<file path="config.mk">
export PLATFORM = sky130hd
export DESIGN_NAME = decoder_scan_sequencer
export DESIGN_NICKNAME = d
export VERILOG_FILES = /design/src/rtl/decoder_scan_sequencer.sv
export SDC_FILE = /design/constraint.sdc
export NUM_CORES = 1
export LEC_CHECK = 0
export ABC_AREA = 1
export CORE_MARGIN = 2
export CORE_UTILIZATION = 30
export CTS_CLUSTER_DIAMETER = 120
export DETAILED_ROUTE_END_ITERATION = 8
export HOLD_SLACK_MARGIN = 0.05
export SETUP_SLACK_MARGIN = 0.3
export SYNTH_ARGS = -nofsm -noshare
export SYNTH_HDL_FRONTEND = slang
export SYNTH_SLANG_ARGS = --single-unit
</file>
<file path="constraint.sdc">
create_clock -name clk -period 3.1 [get_ports clk]
set_clock_uncertainty 0.05 [all_clocks]
set_input_delay 0.62 -clock clk [delete_from_list [all_inputs] [get_ports clk]]
set_output_delay 0.62 -clock clk [all_outputs]
set_load 0.01 [all_outputs]
</file>
<file path="src/rtl/decoder_scan_sequencer.sv">
// decoder_scan_sequencer: handshaked dwell scan of a 4-bit decoder input.
// Optional SCAN_SKIP_MASK_EN adds skip_mask to drop codes from the scan.
module decoder_scan_sequencer #(
  parameter int DWELL  = 10,
  parameter int PASS_W = 8
) (
  input  logic              clk,
  input  logic              rst_n,
  input  logic              start,
  input  logic              abort,
  input  logic              dir,
  input  logic              continuous,
`ifdef SCAN_SKIP_MASK_EN
  input  logic [15:0]       skip_mask,
`endif
  output logic [3:0]        code_out,
  output logic              code_valid,
  output logic              busy,
  output logic              done,
  output logic [PASS_W-1:0] pass_count
);

  typedef enum logic [1:0] {
    S_IDLE,
    S_RUN,
    S_DONE
  } state_t;

  localparam logic [7:0] DWELL_M1 = 8'(DWELL - 1);

  state_t            state_q, state_d;
  logic [3:0]        code_q, code_d;
  logic [7:0]        cnt_q, cnt_d;
  logic              dir_q, dir_d;
  logic [PASS_W-1:0] pass_q, pass_d;
  logic [15:0]       mask_q;
  logic [15:0]       start_mask;
  logic              all_masked;

`ifdef SCAN_SKIP_MASK_EN
  logic [15:0] mask_d;
  assign start_mask = skip_mask;
`else
  assign start_mask = '0;
  assign mask_q     = '0;
`endif

  assign all_masked = &start_mask;

  // First unmasked code seen from the start end of the scan.
  function automatic logic [3:0] first_c(
    input logic        d,
    input logic [15:0] m
  );
    first_c = d ? 4'hF : 4'h0;
    if (!d) begin
      for (int i = 15; i >= 0; i--)
        if (!m[i]) first_c = 4'(i);
    end else begin
      for (int i = 0; i < 16; i++)
        if (!m[i]) first_c = 4'(i);
    end
  endfunction

  // Last code of a pass is the first code seen from the far end.
  function automatic logic [3:0] last_c(
    input logic        d,
    input logic [15:0] m
  );
    last_c = first_c(~d, m);
  endfunction

  // Nearest unmasked code beyond c in the scan direction.
  function automatic logic [3:0] next_c(
    input logic [3:0]  c,
    input logic        d,
    input logic [15:0] m
  );
    next_c = c;
    if (!d) begin
      for (int i = 15; i >= 0; i--)
        if (4'(i) > c && !m[i]) next_c = 4'(i);
    end else begin
      for (int i = 0; i < 16; i++)
        if (4'(i) < c && !m[i]) next_c = 4'(i);
    end
  endfunction

  // Next-state logic: start/abort handshake, dwell stepping, pass wrap.
  always_comb begin
    state_d = state_q;
    code_d  = code_q;
    cnt_d   = cnt_q;
    dir_d   = dir_q;
    pass_d  = pass_q;
`ifdef SCAN_SKIP_MASK_EN
    mask_d  = mask_q;
`endif
    unique case (state_q)
      S_IDLE: begin
        if (start && !abort) begin
`ifdef SCAN_SKIP_MASK_EN
          mask_d = start_mask;
`endif
          dir_d = dir;
          if (all_masked) begin
            state_d = S_DONE;
          end else begin
            state_d = S_RUN;
            code_d  = first_c(dir, start_mask);
            cnt_d   = '0;
          end
        end
      end
      S_RUN: begin
        if (abort) begin
          state_d = S_IDLE;
        end else if (cnt_q == DWELL_M1) begin
          cnt_d = '0;
          if (code_q == last_c(dir_q, mask_q)) begin
            if (pass_q != '1)
              pass_d = pass_q + 1'b1;
            if (continuous)
              code_d = first_c(dir_q, mask_q);
            else
              state_d = S_DONE;
          end else begin
            code_d = next_c(code_q, dir_q, mask_q);
          end
        end else begin
          cnt_d = cnt_q + 8'd1;
        end
      end
      S_DONE: state_d = S_IDLE;
      default: state_d = S_IDLE;
    endcase
  end

  // State and datapath registers.
  always_ff @(posedge clk or negedge rst_n) begin
    if (!rst_n) begin
      state_q <= S_IDLE;
      code_q  <= '0;
      cnt_q   <= '0;
      dir_q   <= 1'b0;
      pass_q  <= '0;
    end else begin
      state_q <= state_d;
      code_q  <= code_d;
      cnt_q   <= cnt_d;
      dir_q   <= dir_d;
      pass_q  <= pass_d;
    end
  end

`ifdef SCAN_SKIP_MASK_EN
  // Skip mask captured when a scan is accepted.
  always_ff @(posedge clk or negedge rst_n) begin
    if (!rst_n) mask_q <= '0;
    else        mask_q <= mask_d;
  end
`endif

  assign code_out   = code_q;
  assign code_valid = (state_q == S_RUN);
  assign busy       = (state_q == S_RUN);
  assign done       = (state_q == S_DONE);
  assign pass_count = pass_q;

endmodule

</file>
; Yosys cells after proc, flatten, opt, wreduce, memory -nomap -nowiden
; Index checks and enable logic that the tools add are counted.
[word_totals]
reg_bits = 23
elab_cells = 118
[classes]
eq_ne = 14
order_cmp = 32
reduce_logical = 9
muxes = 55
bitwise_logic = 1
addsub = 2
[op_table]
columns = operator, count
row1 = 4-bit two-way mux, 44
row2 = "4-bit greater-than comparator, first input constant", 8
row3 = "4-bit less-than comparator, first input constant", 8
row4 = 8-bit two-way mux, 3
row5 = "19-bit by 1-bit != test with 1-bit output, second input constant", 1
row6 = "19-bit by 2-bit != test with 1-bit output, second input constant", 1
row7 = "8-bit by 1-bit adder with 8-bit output, second input constant", 2
row8 = "3-bit by 4-bit greater-than comparator with 1-bit output, first input constant", 4
row9 = "3-bit by 4-bit less-than comparator with 1-bit output, first input constant", 4
row10 = 8-bit case mux with 2 select lines, 1
row11 = 2-bit two-way mux, 5
row12 = "8-bit by 4-bit equality test with 1-bit output, second input constant", 1
row13 = "1-bit by 4-bit greater-than comparator with 1-bit output, first input constant", 2
row14 = "2-bit by 4-bit greater-than comparator with 1-bit output, first input constant", 2
row15 = "1-bit by 4-bit less-than comparator with 1-bit output, first input constant", 2
row16 = "2-bit by 4-bit less-than comparator with 1-bit output, first input constant", 2
row17 = "8-bit != test, second input constant", 1
row18 = 4-bit case mux with 2 select lines, 1
row19 = 7-bit AND reduction, 1
row20 = "3-bit by 2-bit != test with 1-bit output, second input constant", 2
row21 = "3-bit != test, second input constant", 2
row22 = 5-bit AND reduction, 1
row23 = 4-bit equality test, 1
row24 = "2-bit != test, second input constant", 2
row25 = 12 further kinds, 12

; Logic depth before layout (Yosys ltp)
; Gate-level depths: netlist of run 1.
[logic_depth]
ltp_word = 22
ltp_mapped = 10

; Least setup slack after synthesis of run 1
; No wires, ideal clock.
[synth_path]
kind = reg-to-reg
from = register pass_q[1], in the netlist pass_count[1]
to = register pass_q[0], in the netlist pass_count[0]
path_buffers = 1
arrival_time_ns = 1.363
setup_time_ns = 0.075
path_stages_with_launch = 8
required_ns = 2.975
period_less_slack_ns = 1.489
path_slack_ns = 1.611
path_cell_list = dfrtp_1 -> ha_1 -> nand2_1 -> nor3b_2 -> nand3_1 -> nand2_2 -> buf_6 -> xor2_2
[synth_between]
elab_chain_len = 2
[synth_lines]
columns = element, line
row1 = "start, declared", 35  ; logic [PASS_W-1:0] pass_q, pass_d;
row2 = "start signal, assigned", 152  ; pass_q <= pass_d;
row3 = 8-bit != test, 121  ; if (pass_q != '1)
row4 = 5-bit AND reduction (no line), n/a
; Every way passes these cells.
; A chain may end at the register's enable or synchronous reset.

; Worst setup path after layout of run 1
[layout_path]
from = register state_q[1]
to = output code_valid
[layout_between]
elab_chain_len = 1
[layout_lines]
columns = element, line
row1 = "start, declared", 31  ; state_t state_q, state_d;
row2 = "start signal, assigned", 148  ; state_q <= state_d;
row3 = 2-bit by 1-bit equality test with 1-bit output, n/a
row4 = "end, declared", 17  ; output logic code_valid,
; Every way passes these cells.

==> qor.yml, run 1 <==
status: "complete, no violations"
dieWidth_um: 73.9
power.density_nw_per_um2: 538
synth_edf_count: 0
synthFlopType: "dfrtp_1"
netlist_area_um2: 1470
drtIter0Drc: 49
worst_slack_ps: 963
hold_class: "reg -> reg"
cpPeakStageDelay_ps: 540
fmax_mhz: 468
vias: 1238
wl_per_cell_um: 10.1
r2r_setup_slack_ps: 1340
yosysWarnings: 0
drv_cap: 0
nNetsFinal: 225
instances_no_fill: 282
antenna_cells: 0
port_buffers: 20
crit_required_ps: 2430
grt_antenna_before_repair: 0
worst_slew_pin_slew_ps: 429
p_sw_uw: 370
synth_seq_cells: 23
critPathMaxFanout: 10
ioPinCount: 21
syn_avg_cell_area_um2: 7.60
dr.pass1.iters: 4
timing.slew.headroom: 0.712
numClockSinks: 23
crit_chain: "inv_1 -> nand2_2 -> inv_4 -> clkdlybuf4s50_1"
grt_pass1_vias: 1168
postSynthCellCount: 193
setup_viol: 0
reg2reg_from: "pass_count[1]"
syn_nets: 202
cts_tree: "yes"
drive_above_1_share: 0.130
ys_top_cells_by_count: "nand2_1, dfrtp_1, inv_1"
routed_wl_mm: 2.84
clockBufferDepth: 2
finalHoldViolCount: 0
crit_family: "buffers and inverters"
core-area_um2: 4720
p_sw_frac: 0.387
grt_use_total: 0.120
post_cts_resized: 0
post_cts_buffers: 0
route.detailed.drc: 0
endpoint_kind: "output pin"
dp_hpwl_mm: 2.18
vias_per_cell: 4.39
synth_top_area_frac: 0.392
reg2reg_to: "pass_count[7]"
p_int_uw: 587
path_depth: 4
reg2reg_depth: 8
yosysMostFrequentCell: "nand2_1"
async_flop_share: 1.00
htreeDepth: 1
synth_area_leader_cell: "dfrtp_1"
cp.arrival_ps: 1470
grt.overflow.total: 0
post-place-ws_ps: 1020
yosysSeqAreaShare: 0.392
final_antenna_net_count: 0
cp-start-kind: "flop"
clk_pin_slew_ps: 90
grt_pass1_wl_mm: 5.13
synth.distinct_cells: 29
place_congestion: 0.836
worstHoldStart: "cnt_q[0]"
rsz0062_at_grt: "no"
crit_type: "reg -> out"
grt_max_degree: 24
ctsHoldBuffers: 0
cp-startpoint: "state_q[1]"
num_rows: 25
timing.final.max_slew_violations: 0
p_leak_nw: 0.860
final_core_util: 0.377
power_frac_comb: 0.364
clkLatencyLatePin_ps: 270
cp_num_buf_inv: 3
fin_crit_ps: 2140
fin_crit_sh: 0.689
power_frac_seq: 0.438
fin_tns_setup_ps: 0
yosys-top-cells-area: "dfrtp_1, nand2_1, inv_1"
clockRootBuffer: "clkbuf_8"
cts_buffers: 3
initial_core_util: 0.310
crit_end: "code_valid"
power_uw: 957
critical-path-slowest-cell: "clkdlybuf4s50_1"
die_area_um2: 5460
dp_cells: 278
ir_drop_v: 0.000207
fp.dieH_um: 73.9
clockPowerShare: 0.198
area_growth_pct: 21.4
## power groups by stage
stage	Combinational, mW	Clock, mW	Sequential [mW]
final	0.348	0.190	0.419
after global placement	0.351	0	0.425
after detailed placement	0.355	0	0.425
after floorplan	0.241	0	0.418
after CTS	0.357	0.201	0.419
after global routing	0.408	0.215	0.429
## placed cells by master (no fill, tap or decap), types with 4 or more instances in the layout
cell type / instances
nand2_1: 55
inv_1: 23
dfrtp_1: 23
clkdlybuf4s50_1: 20
nor2_1: 18
nand3_1: 11
a21oi_1: 11
nand2_2: 6
nor3_1: 6
xor2_1: 4
nand4_1: 4
## stage by stage
| stage | instance area [um2] | hold WS, ps |
|---|---|---|
| finish | 1780 | 492 |
| global route | 1780 | 528 |
| CTS | 1780 | 498 |
| detailed placement | 1730 | 480 |
| global placement | 1730 | 471 |
| floorplan | 1470 | 274 |
## cell families after synthesis
family / Yosys count / share of synthesized area
adders and majority gates: 3 / 0.0256
AOI/OAI and AO/OA: 19 / 0.0759
and+or+nand+nor: 112 / 0.373
xor gates and xnor gates: 7 / 0.0469
DFF: 23 / 0.392
buffers and inverters: 29 / 0.0862
## state kept, by name (all words and copies together), names as in the netlist
signal	flops
dir_q	1
code_out	4
cnt_q	8
state_q	2
pass_count	8
## layout make-up
type | count | area (um2)
Clock buffer | 3 | 41.3
Tap cell | 67 | 83.8
Clock inverter | 1 | 7.51
Timing Repair Buffer | 21 | 208
Inverter | 26 | 100
Fill cell | 497 | 2940
Multi-Input combinational cell | 141 | 764
Sequential cell | 23 | 576
## metal layers
layer | share of wire | vias to the layer above | GRT usage
met1 | 0.46 | 564 | 0.154
met5 | 0 | - | 0
met2 | 0.50 | 19 | 0.201
met4 | 0.0063 | 0 | 0.0303
li1 | - | 653 | -
met3 | 0.037 | 2 | 0.0329
## worst min path at each step
stage               depth (start not counted)        to
floorplan                                   0  cnt_q[0]
global placement                            2  cnt_q[7]
detailed placement                          2  cnt_q[7]
CTS                                         1  cnt_q[0]
global route                                1  cnt_q[0]
finish                                      1  cnt_q[0]
No activity file was read; power rests on OpenSTA's default activity.
==> inputs of run 2 (changes only) <==
==> constraint.sdc (replaced) <==
create_clock -name clk -period 1.9 [get_ports clk]
set_clock_uncertainty 0.05 [all_clocks]
set_input_delay 0.38 -clock clk [delete_from_list [all_inputs] [get_ports clk]]
set_output_delay 0.38 -clock clk [all_outputs]
set_load 0.01 [all_outputs]
==> run 2 against run 1 <==
Net effect: total power grew 94%; design area increased by 17%; hold slack got worse by 85 ps; combinational power increased to 2.5 times the previous value; first-iteration DRC count up 29%; count of clock-buffer cells in the layout unchanged; largest cell class unchanged; register-to-register slack got worse by 980 ps; sequential power is 61% higher; sequential share of layout area down 4.4 points; worst setup slack worse by 630 ps; via count increased by 12%.
==> qor.yml, run 2 (synthesized netlist as in run 1, its figures left out) <==
fp.dieH_um: 73.9  # unchanged
cts_tree: "yes"
final_core_util: 0.439  # +0.0625
grt_pass1_vias: 1302  # +11%
crit_type: "reg -> out"
fin_tns_setup_ps: 0  # unchanged
clk_pin_slew_ps: 90  # about the same
worst_slack_ps: 332  # -631 ps
fin_crit_ps: 1570
crit_chain: "buf_4 -> dlygate4sd2_1"
routed_wl_mm: 3.53  # +24%
dr.pass1.iters: 4  # unchanged
final_antenna_net_count: 0  # unchanged
timing.final.max_slew_violations: 0  # unchanged
clockBufferDepth: 2  # unchanged
most-common-layout-cells: "nand2_1, buf_4, inv_1"
wl_per_cell_um: 11.3  # +12%
clkLatencyLatePin_ps: 270  # about the same
cp-startpoint: "code_out[1]"
cts_buffers: 3  # unchanged
worst_slew_pin_slew_ps: 444  # +15.1 ps
grt_use_total: 0.133  # +0.0125
htreeDepth: 1  # unchanged
reg2reg_from: "code_out[2]"
grt_max_degree: 24  # unchanged
numClockSinks: 23  # unchanged
vias: 1390  # +12%
final_common_cell: "nand2_1"
dieWidth_um: 73.9  # unchanged
reg2reg_depth: 8  # unchanged
placed_area_um2: 1750  # +0.87%
dp_hpwl_mm: 2.20  # +0.74%
die_area_um2: 5460  # unchanged
cp-start-kind: "flop"
status: "complete, no violations"
post-place-ws_ps: 120  # -900 ps
route.detailed.drc: 0  # unchanged
critical-path-slowest-cell: "dfrtp_2"
fmax_mhz: 638
p_leak_nw: 1.07  # +25%
setup_viol: 0  # unchanged
ioPinCount: 21  # unchanged
hold_class: "in -> async"
initial_core_util: 0.310  # unchanged
cpPeakStageDelay_ps: 460  # -80 ps
core-area_um2: 4720  # unchanged
crit_required_ps: 1470  # -960 ps
num_rows: 25  # unchanged
design_area_um2: 2080  # +17%
critPathMaxFanout: 4  # -6
grt.overflow.total: 0  # unchanged
antenna_cells: 0  # unchanged
ir_drop_v: 0.000476  # +130%
place_congestion: 0.807  # -3.4%
port_buffers: 20  # unchanged
drtIter0Drc: 63  # +29%
fin_crit_sh: 0.825
power.density_nw_per_um2: 897  # +67%
timing.slew.headroom: 0.702  # -0.0102
finalHoldViolCount: 0  # unchanged
n_fill_cell: 473  # -4.8%
area_growth_pct: 41.6
nNetsFinal: 256  # +14%
reg2reg_to: "pass_count[0]"
r2r_setup_slack_ps: 360  # -980 ps
rsz0062_at_grt: "yes"
vias_per_cell: 4.44  # +1.2%
clockRootBuffer: "clkbuf_8"
grt_pass1_wl_mm: 5.67  # +11%
endpoint_kind: "output pin"
drv_cap: 0  # unchanged
cp.arrival_ps: 1140  # -330 ps
grt_antenna_before_repair: 0  # unchanged
drive_above_1_share: 0.305  # +0.175
## run 2: worst max-delay path by stage
stage | to
after global routing | cnt_q[7]
after global placement | code_out[1]
after detailed placement | code_out[0]
after floorplan | pass_count[0]
final | code_out[1]
after CTS | busy
## run 2: worst max-delay path, delay by kind of cell (launching register included)
family | cells | cell delay [ps]
flops | 1 | 460
buf+inv | 2 | 420
## run 2: metrics by stage
step / power (mW) / hold slack, ps / instances
2_1_floorplan: 1.08 / 34.4 / 193
5_1_grt: 2.01 / 431 / 313
3_3_place_gp: 1.27 / 474 / 280
3_5_place_dp: 1.27 / 472 / 280
6_report: 1.86 / 407 / 313
4_1_cts: 1.66 / 418 / 296
## run 2: what timing repair did
item                                    in CTS  in global routing
setup buffers                               12                 17
endpoints found under the setup margin      21                 14
resized for setup                           21                 23
pin swaps                                    3                  9
hold buffers                                 0                  0
## run 2: per-layer routing
metal	GRT usage	up-vias	share of wire
met5	0	-	0
met4	0.0121	0	0.0020
met3	0.0329	2	0.026
met2	0.236	26	0.51
met1	0.169	647	0.46
li1	-	715	-
## run 2: power by group
part	internal, mW	total [mW]	switching, mW
combinational	0.424	0.875	0.451
sequential	0.569	0.675	0.105
clock	0.146	0.311	0.165
total	1.14	1.86	0.721
## run 2: area by class of cell
type                    instances  area, um2  area share
multi-input cells             141        827       0.398
flip-flops and latches         23        581       0.280
repair buffers                 52        435       0.210
inverters                      26        103      0.0494
well taps                      67       83.8      0.0404
clock buffers                   3       41.3      0.0199
clock inverters                 1       5.00     0.00241
==> inputs of run 3 (changes only) <==
==> constraint.sdc (replaced) <==
create_clock -name clk -period 1.3 [get_ports clk]
set_clock_uncertainty 0.05 [all_clocks]
set_input_delay 0.26 -clock clk [delete_from_list [all_inputs] [get_ports clk]]
set_output_delay 0.26 -clock clk [all_outputs]
set_load 0.01 [all_outputs]
==> run 3 against run 2 <==
Net effect: the run now ends with setup timing left; first-iteration DRC count decreased by 46%; combinational power increased by 130%; clock power increased by 53%; routed wire length increased by 22%; count of clock-buffer cells in the layout unchanged; die area unchanged; critical path depth increased by 8; global-route usage increased by 2.7 points; sequential power increased by 40%; worst setup slack got worse by 560 ps; total power increased by 83%; hold slack got worse by 140 ps; largest cell class unchanged; highest routed layer unchanged.
==> qor.yml, run 3 (synthesized netlist as in run 1, its figures left out) <==
dr.pass1.iters: 6  # +2
vias: 1644  # +18%
initial_core_util: 0.310  # unchanged
ioPinCount: 21  # unchanged
timing.slew.headroom: 0.842  # +0.141
grt_pass1_vias: 1583  # +22%
finalHoldViolCount: 0  # unchanged
drive_above_1_share: 0.591  # +0.286
dieWidth_um: 73.9  # unchanged
drtIter0Drc: 34  # -46%
fin_hold_ws_ps: 266  # -142 ps
n_fill_cell: 386  # -18%
fin_tns_setup_ps: -3780  # -3780 ps
nNetsFinal: 313  # +22%
ir_drop_v: 0.000590  # +24%
final_antenna_net_count: 0  # unchanged
num_rows: 25  # unchanged
place_congestion: 0.836  # +3.6%
clockRootBuffer: "clkbuf_8"
die_area_um2: 5460  # unchanged
rsz0062_at_grt: "yes"
clockBufferDepth: 2  # unchanged
fin_crit_sh: 1.17
grt_pass1_wl_mm: 6.76  # +19%
final_common_cell: "buf_4"
clkLatencyLatePin_ps: 280  # about the same
hold_class: "in -> async"
area_growth_pct: 96.2
setup_viol: 29  # +29
most-common-layout-cells: "buf_4, buf_6, nand2_1"
crit_required_ps: 1430  # -40 ps
route.detailed.drc: 0  # unchanged
design_area_um2: 2880  # +39%
grt_use_total: 0.159  # +0.0266
numClockSinks: 23  # unchanged
grt_max_degree: 24  # unchanged
fmax_mhz: 656
port_buffers: 20  # unchanged
worst_slack_ps: -224  # -556 ps
dp_cells: 330  # +18%
power_mw: 3.40  # +83%
cp-start-kind: "flop"
cts_tree: "yes"
violations: "setup timing"
fin_crit_ps: 1520
routed_wl_mm: 4.29  # +22%
critPathMaxFanout: 5  # +1
worst_slew_pin_slew_ps: 235  # -210 ps
vias_per_cell: 4.44  # about the same
core-area_um2: 4720  # unchanged
fp.dieH_um: 73.9  # unchanged
multi_input_area_um2: 1060  # +28%
clk_pin_slew_ps: 90  # about the same
cp.arrival_ps: 1650  # +510 ps
cts_buffers: 3  # unchanged
antenna_cells: 0  # unchanged
timing.final.max_slew_violations: 0  # unchanged
grt.overflow.total: 0  # unchanged
power.density_nw_per_um2: 1180  # +32%
status: "finished with violations"
dp_hpwl_mm: 2.65  # +20%
p_leak_nw: 1.44  # +35%
wl_per_cell_um: 11.6  # +3.0%
regArea_um2: 579  # -0.22%
ctsHoldBuffers: 0  # unchanged
endpoint_kind: "flop"
instances_no_fill: 370  # +18%
crit_type: "reg -> reg"
placed_area_um2: 2170  # +24%
drv_cap: 0  # unchanged
htreeDepth: 1  # unchanged
grt_antenna_before_repair: 0  # unchanged
## run 3: cell types whose count changed in the layout (fill, tap and decap cells not counted), moves of 5 or more
cell | previous run | this run
nor2_1 | 16 | 11
nand2_2 | 5 | 13
nand2_1 | 55 | 43
buf_4 | 29 | 54
dlygate4sd2_1 | 12 | 0
buf_6 | 3 | 44
## run 3: critical path, cell delays in order (launching register included)
cell and delay [ps]:
dfrtp_2 420, buf_6 120, nor2_4 110, nand3_4 100
nand2_4 100, nand2_4 60, nor2_4 120, nand2_4 120
buf_6 150, nand2_2 40, nand2_1 40
## run 3: worst paths after layout
kind,end,startpoint,slack [ps],depth (start not counted)
max,pass_count[4],code_out[0],-220,10
min,pass_count[7],rst_n,270,2
max reg2reg,pass_count[4],code_out[0],-220,10
min reg2reg,pass_count[3],pass_count[3],550,3
max in group asynchronous,code_out[0],rst_n,770,2
min in group clk,dir_q,dir,540,3
## run 3: routing by layer
layer	up-vias	part of all wire	global-route usage
li1	837	-	-
met1	777	0.41	0.177
met2	23	0.55	0.298
met3	7	0.028	0.0384
met4	0	0.011	0.0485
met5	-	0	0
## run 3: repair_timing
action	CTS	global route
gates resized for setup	123	43
setup endpoints to repair	38	38
gates cloned	1	0
setup buffers	23	12
pin swaps	17	15
## run 3: power breakdown
group | internal, mW | switching, mW
registers | 0.830 | 0.116
logic | 1.09 | 0.892
clock network | 0.215 | 0.260
## run 3: layout make-up
cell class                 instances  area share
inverter                          26      0.0365
timing repair buffer             108       0.350
multi-input combinational        142       0.367
clock inverter                     1     0.00174
sequential                        23       0.201
tap                               67      0.0291
clock buffer                       3      0.0143
## run 3: through the flow
| step | setup slack (ps) | utilization |
|---|---|---|
| final | -224 | 0.609 |
| after global routing | -308 | 0.609 |
| after CTS | -213 | 0.558 |
| after detailed placement | -349 | 0.460 |
| after global placement | -289 | 0.460 |
| after floorplan | -154 | - |
